### src/rtl/ulpi_pkg.sv
// Shared ULPI register-access types and constants used by the read/write
// sequencers and the register engine.
package ulpi_pkg;

  localparam int unsigned ADDR_W = 6;
  localparam int unsigned DATA_W = 8;

  // Command code the engine places on the ULPI bus for a register read.
  localparam logic [1:0] REG_READ_CMD = 2'b11;

  typedef enum logic [2:0] {
    IDLE      = 3'd0,
    START     = 3'd1,
    WAIT_BUSY = 3'd2,
    WAIT_DONE = 3'd3,
    RESP      = 3'd4
  } rd_state_e;

  typedef struct packed {
    logic [DATA_W-1:0] data;
    logic              err;
  } rd_resp_t;

  // Bits needed to hold 0..max_count; never less than one bit.
  function automatic int unsigned ctr_width(input int unsigned max_count);
    int unsigned w;
    w = 1;
    if (max_count > 0) begin
      w = int'($clog2(max_count + 1));
    end
    return w;
  endfunction

endpackage

### src/rtl/ulpi_reg_read_ctrl_if.sv
// Request/response channels between the configuration logic and the
// register-read sequencer.
interface ulpi_reg_read_ctrl_if;
  import ulpi_pkg::*;

  logic              req_valid;
  logic              req_ready;
  logic [ADDR_W-1:0] req_addr;
  logic              resp_valid;
  logic              resp_ready;
  logic [DATA_W-1:0] resp_data;
  logic              resp_err;

  modport master (
    output req_valid, req_addr, resp_ready,
    input  req_ready, resp_valid, resp_data, resp_err
  );

  modport slave (
    input  req_valid, req_addr, resp_ready,
    output req_ready, resp_valid, resp_data, resp_err
  );

endinterface

### src/rtl/ulpi_timeout_ctr.sv
// Clear/enable saturating counter with an expired flag, shared by the ULPI
// register sequencers for access timeouts.
module ulpi_timeout_ctr
  import ulpi_pkg::*;
#(
  parameter int unsigned MAX_COUNT = 255
) (
  input  logic clk,
  input  logic rst,
  input  logic i_clr,
  input  logic i_en,
  output logic o_expired
);

  localparam int unsigned   W       = ctr_width(MAX_COUNT);
  localparam logic [W-1:0]  MAX_VAL = W'(MAX_COUNT);

  logic [W-1:0] r_count;

  always_ff @(posedge clk) begin
    if (rst || i_clr) begin
      r_count <= '0;
    end else if (i_en && (r_count != MAX_VAL)) begin
      r_count <= r_count + 1'b1;
    end
  end

  // Reflects the count before this cycle's increment.
  assign o_expired = (r_count == MAX_VAL);

endmodule

### src/rtl/ulpi_reg_read_ctrl.sv
// Upstream sequencer for the ULPI register-read engine: accepts read
// requests, strobes the engine, and returns the byte or a timeout error.
module ulpi_reg_read_ctrl
  import ulpi_pkg::*;
#(
  parameter int unsigned TIMEOUT_CYCLES = 255,
  parameter int unsigned MAX_RETRIES    = 2
) (
  input  logic                 clk,
  input  logic                 rst,
  ulpi_reg_read_ctrl_if.slave  bus,
  output logic                 READ_DATA,
  output logic [ADDR_W-1:0]    ADDR,
  input  logic [DATA_W-1:0]    DATA,
  input  logic                 BUSY
);

  localparam int unsigned    RW          = ctr_width(MAX_RETRIES);
  localparam logic [RW-1:0]  RETRY_LIMIT = RW'(MAX_RETRIES);

  rd_state_e          r_state;
  logic               r_req_ready;
  logic               r_resp_valid;
  rd_resp_t           r_resp;
  logic               r_read_data;
  logic [ADDR_W-1:0]  r_addr;
  logic [RW-1:0]      r_retry;

  logic               w_tmr_clr;
  logic               w_tmr_en;
  logic               w_expired;

  // Timer only runs while waiting on the engine; a rising BUSY in
  // WAIT_BUSY restarts it so WAIT_DONE gets its own full budget.
  always_comb begin
    w_tmr_clr = 1'b1;
    w_tmr_en  = 1'b0;
    unique case (r_state)
      WAIT_BUSY: begin
        w_tmr_clr = BUSY;
        w_tmr_en  = ~BUSY;
      end
      WAIT_DONE: begin
        w_tmr_clr = 1'b0;
        w_tmr_en  = 1'b1;
      end
      default: ;
    endcase
  end

  ulpi_timeout_ctr #(
    .MAX_COUNT (TIMEOUT_CYCLES)
  ) u_timer (
    .clk       (clk),
    .rst       (rst),
    .i_clr     (w_tmr_clr),
    .i_en      (w_tmr_en),
    .o_expired (w_expired)
  );

  always_ff @(posedge clk) begin
    if (rst) begin
      r_state      <= IDLE;
      r_req_ready  <= 1'b0;
      r_resp_valid <= 1'b0;
      r_resp       <= '0;
      r_read_data  <= 1'b0;
      r_addr       <= '0;
      r_retry      <= '0;
    end else begin
      unique case (r_state)
        IDLE: begin
          if (bus.req_valid && r_req_ready) begin
            r_addr      <= bus.req_addr;
            r_retry     <= '0;
            r_req_ready <= 1'b0;
            r_read_data <= 1'b1;
            r_state     <= START;
          end else begin
            // Never offer a new request while the engine is still busy.
            r_req_ready <= ~BUSY;
          end
        end

        START: begin
          r_read_data <= 1'b0;
          r_state     <= WAIT_BUSY;
        end

        WAIT_BUSY: begin
          if (BUSY) begin
            r_state <= WAIT_DONE;
          end else if (w_expired) begin
            if (r_retry < RETRY_LIMIT) begin
              r_retry     <= r_retry + 1'b1;
              r_read_data <= 1'b1;
              r_state     <= START;
            end else begin
              r_resp.data  <= '0;
              r_resp.err   <= 1'b1;
              r_resp_valid <= 1'b1;
              r_state      <= RESP;
            end
          end
        end

        WAIT_DONE: begin
          if (!BUSY) begin
            r_resp.data  <= DATA;
            r_resp.err   <= 1'b0;
            r_resp_valid <= 1'b1;
            r_state      <= RESP;
          end else if (w_expired) begin
            // The engine cannot be aborted, so no retry from here.
            r_resp.data  <= '0;
            r_resp.err   <= 1'b1;
            r_resp_valid <= 1'b1;
            r_state      <= RESP;
          end
        end

        RESP: begin
          if (bus.resp_ready) begin
            r_resp_valid <= 1'b0;
            r_req_ready  <= ~BUSY;
            r_state      <= IDLE;
          end
        end

        default: begin
          r_state <= IDLE;
        end
      endcase
    end
  end

  assign bus.req_ready  = r_req_ready;
  assign bus.resp_valid = r_resp_valid;
  assign bus.resp_data  = r_resp.data;
  assign bus.resp_err   = r_resp.err;
  assign READ_DATA      = r_read_data;
  assign ADDR           = r_addr;

endmodule

### src/flat_wrapper.sv
// flat-port wrapper written by rule: the top's interface ports become plain ports
module ulpi_reg_read_ctrl_flat import ulpi_pkg::*;
#(
  parameter int unsigned TIMEOUT_CYCLES = 255,
  parameter int unsigned MAX_RETRIES    = 2
)
  (clk, rst, READ_DATA, ADDR, DATA, BUSY, bus_req_valid, bus_req_addr, bus_resp_ready, bus_req_ready, bus_resp_valid, bus_resp_data, bus_resp_err);
  ulpi_reg_read_ctrl_if bus_i ();
  input  logic clk;
  input  logic rst;
  output logic READ_DATA;
  output logic [ADDR_W-1:0] ADDR;
  input  logic [DATA_W-1:0] DATA;
  input  logic BUSY;
  input wire logic [$bits(bus_i.req_valid)-1:0] bus_req_valid;
  input wire logic [$bits(bus_i.req_addr)-1:0] bus_req_addr;
  input wire logic [$bits(bus_i.resp_ready)-1:0] bus_resp_ready;
  output wire logic [$bits(bus_i.req_ready)-1:0] bus_req_ready;
  output wire logic [$bits(bus_i.resp_valid)-1:0] bus_resp_valid;
  output wire logic [$bits(bus_i.resp_data)-1:0] bus_resp_data;
  output wire logic [$bits(bus_i.resp_err)-1:0] bus_resp_err;
  assign bus_i.req_valid = bus_req_valid;
  assign bus_i.req_addr = bus_req_addr;
  assign bus_i.resp_ready = bus_resp_ready;
  assign bus_req_ready = bus_i.req_ready;
  assign bus_resp_valid = bus_i.resp_valid;
  assign bus_resp_data = bus_i.resp_data;
  assign bus_resp_err = bus_i.resp_err;
  ulpi_reg_read_ctrl #(.TIMEOUT_CYCLES(TIMEOUT_CYCLES), .MAX_RETRIES(MAX_RETRIES)) u_core (.clk(clk), .rst(rst), .bus(bus_i), .READ_DATA(READ_DATA), .ADDR(ADDR), .DATA(DATA), .BUSY(BUSY));
endmodule
### config.mk
export PLATFORM = sky130hd
export DESIGN_NAME = ulpi_reg_read_ctrl_flat
export DESIGN_NICKNAME = d
export VERILOG_FILES = /design/src/rtl/ulpi_pkg.sv /design/src/rtl/ulpi_reg_read_ctrl_if.sv /design/src/rtl/ulpi_timeout_ctr.sv /design/src/rtl/ulpi_reg_read_ctrl.sv /design/src/flat_wrapper.sv
export SDC_FILE = /design/constraint.sdc
export NUM_CORES = 1
export LEC_CHECK = 0
export ABC_AREA = 1
export BUFFER_PORTS_ARGS = -buffer_cell sky130_fd_sc_hd__buf_2
export CAP_MARGIN = 40
export CORE_MARGIN = 10
export CORE_UTILIZATION = 40
export CTS_BUF_LIST = sky130_fd_sc_hd__clkbuf_4
export DETAILED_ROUTE_END_ITERATION = 8
export GPL_TIMING_DRIVEN = 0
export MAX_ROUTING_LAYER = met4
export PLACE_DENSITY = 0.71
export RECOVER_POWER = 25
export SLEW_MARGIN = 20
export SYNTH_ARGS = -nofsm -noshare
export SYNTH_HDL_FRONTEND = slang
export SYNTH_SLANG_ARGS = --single-unit
export TNS_END_PERCENT = 5
### constraint.sdc
create_clock -name clk -period 1.5 [get_ports clk]
set_input_delay 0.15 -clock clk [delete_from_list [all_inputs] [get_ports clk]]
set_output_delay 0.15 -clock clk [all_outputs]
set_load 0.005 [all_outputs]
==> qor.yml <==
synthesis:
  synthAdderAreaFrac_pct: 0.814
  ys_seq_elements: 31
  yosysWarnings: 0
  synth.avg_cell_area_um2: 6.60
  synth_top_cell_by_area: "dfxtp_1"
  synth.cell_area_um2: 1540
  synth.distinct_cells: 28
  synth_top_family_by_area: "simple AND/OR/NAND/NOR gates"
  synth_area_leaders: "dfxtp_1 (40%), nand2_1 (14%), nor2_1 (11%), a21oi_1 (5.2%), inv_1 (5.1%)"
  synth_mux_area_share_pct: 0
  synthCells: 233
  synth.yosys.seq_area_share_pct: 40.4
  synth_fp_nets: 253
  synth-compound-area-share_pct: 12.1
  synth_top_area_share_pct: 40.4
  synth_xor_area_share_pct: 1.14
  yosys.area_share.simple_pct: 38.2
timing:
  maxSlewViolCount: 0
  setup_viol: 0
  fin_crit_ns: 1.46
  hold_viol: 0
  finalSetupTns_ns: 0
  period_share_pct: 97.6
  tightest_slew_ns: 0.448
  fmax_ghz: 0.683
  whs_ns: 0.0748
  fin_ws_ns: 0.0355
  skew_ns: 0.0132
  relSlewSlack_pct: 70.1
  rsz0062_at_grt: "true"
routing:
  viasPerCell: 4.84
  drcViolationCount: 0
  wl_per_cell_um: 12.3
  drt-initial-drc-count: 65
  num_vias: 1621
  wirelength_um: 4110
  drt-pass1-iter-count: 4
  drtAntennaViolNets: 0
placement:
  pre_cts_ws_ns: -0.172
  finalWeightedCongestion: 0.948
  dp_hpwl_um: 2790
  port_buffers: 35
die:
  start_util_pct: 41.7
  io_pins: 37
  die_x_um: 82
  die-area_um2: 6720
  die_h_um: 82
  core_area_um2: 3690
  rows: 22
flow_run:
  cap_violations: 0
clock_network:
  cts_buffers: 5
  clk_latency_ns: 0.34
  clk_path_buf_depth: 2
  cts_tree: "done"
  clockRootBuffer: "clkbuf_4"
  clkTransAtPathRegs_ns: 0.11
  numClockSinks: 31
  cts_max_level: 2
global_route:
  antenna_found_initial: 0
  first_global_vias: 1503
  grt_pass1_wl_um: 6460
  track_usage_pct: 12.3
  grt_max_degree: 11
  grt-ovfl-total: 0
setup_path:
  start_kind: "register"
  cp.arrival_ns: 1.74
  worstSetupPathType: "register to register"
  endpoint_kind: "register"
  cp.required_ns: 1.78
  crit_fanout: 2
final_layout:
  regArea_um2: 627
  fillerInstances: 372
  syn_to_final_growth_pct: 33.9
  fin_nets: 306
  final_common_cell: "nand2_1"
  drive_above_1_share_pct: 30.7
  final_cell_mix: "nand2_1 (52), nor2_1 (39), buf_2 (30)"
  multi_input_area_um2: 943
  n_antenna_cell: 0
pwr:
  vdd_drop_max_mv: 0.852
  power_w: 0.00287
  p_leak_nw: 0.913
  p_per_area_nw_per_um2: 1390
min_path:
  hp-class: "primary input to register"
outcome:
  status: "finished clean"
-- path summary, 6_finish.rpt --
| kind | from | endpoint | slack (ns) | cells after the start |
|---|---|---|---|---|
| setup / recovery | u_core.u_timer.r_count[1] | u_core.r_retry[0] | 0.04 | 10 |
| hold / removal | rst | u_core.r_retry[0] | 0.07 | 2 |
| setup reg to reg | u_core.u_timer.r_count[1] | u_core.r_retry[0] | 0.04 | 10 |
| hold reg to reg | u_core.ADDR[2] | u_core.ADDR[2] | 0.45 | 2 |
-- power by group --
group / internal, W / switching, W / leakage, nW
clock: 0.000219 / 0.000296 / 0.0361
sequential: 0.000998 / 0.000126 / 0.254
combinational: 0.000490 / 0.000743 / 0.622
-- kinds of logic (layout without fill, tap and decap cells) --
logic type / after synthesis / in the layout
AOI/OAI and AO/OA: 34 / 34
xor gates and xnor gates: 2 / 2
adders and majority gates: 1 / 1
buffers and inverters: 30 / 84
DFF: 31 / 31
and+or+nand+nor: 135 / 135
-- repair_timing --
item / CTS / global route
pin swaps: 4 / 14
resized for setup: 15 / 26
endpoints found under the setup margin: 22 / 18
hold endpoints to repair: 0 / 0
hold buffers: 0 / 0
setup buffers: 5 / 6
-- per-layer routing --
| layer | GRT usage [%] | routed length [um] | up-vias |
|---|---|---|---|
| met3 | 3.71 | 258 | 12 |
| met1 | 14.0 | 1760 | 711 |
| met5 | - | 0 | - |
| li1 | - | - | 849 |
| met2 | 20.1 | 2010 | 49 |
| met4 | 4.08 | 82 | 0 |
-- final cells by class --
type	count	share of cell area (%)
Clock inverter	1	0.243
Inverter	27	5.04
Timing Repair Buffer	46	12.3
Buffer	3	0.668
Multi-Input combinational cell	172	45.8
Sequential cell	31	30.4
Clock buffer	7	2.55
Tap cell	48	2.92
-- through the flow --
stage                     area [um^2]  cells  utilization [%]
after floorplan                  1540    233                -
after global placement           1770    316             48.1
after detailed placement         1770    316             48.1
after CTS                        1920    329             52.1
after global routing             2060    335             55.8
final                            2060    335             55.8
-- worst max-delay path, stage by stage, from the launching register on --
cell and delay (ns):
dfxtp_2 0.37, ha_4 0.15, nand2_4 0.06, nor2_4 0.13, buf_6 0.11, buf_4 0.10
nand3_2 0.07, nand2_2 0.12, buf_4 0.12, nand3_2 0.06, a21oi_2 0.13
-- state kept, by name, summed over array words and instances (netlist names) --
register,cells
u_core.ADDR,6
u_core.r_state,3
u_core.bus.req_ready,1
u_core.u_timer.r_count,8
u_core.bus.resp_valid,1
u_core.bus.resp_data,8
u_core.READ_DATA,1
u_core.r_retry,2
u_core.bus.resp_err,1
-- cell usage after synthesis --
cell       n
a211o_1    1
a21boi_0   1
a21oi_1   16
a21oi_2    2
buf_2      1
clkbuf_1   2
clkinv_1   2
dfxtp_1   31
ha_1       1
inv_1     21
inv_2      4
nand2_1   57
nand2_2    4
nand3_1   15
nand3b_1   1
nand4_1    5
nand4_2    1
nor2_1    44
nor2_2     1
nor2_4     2
nor3_1     3
o21a_1     1
o21ai_0    9
o21ai_1    4
or2_0      1
or2_1      1
xnor2_1    1
xor2_1     1
Power figures use the tool's default switching activity.
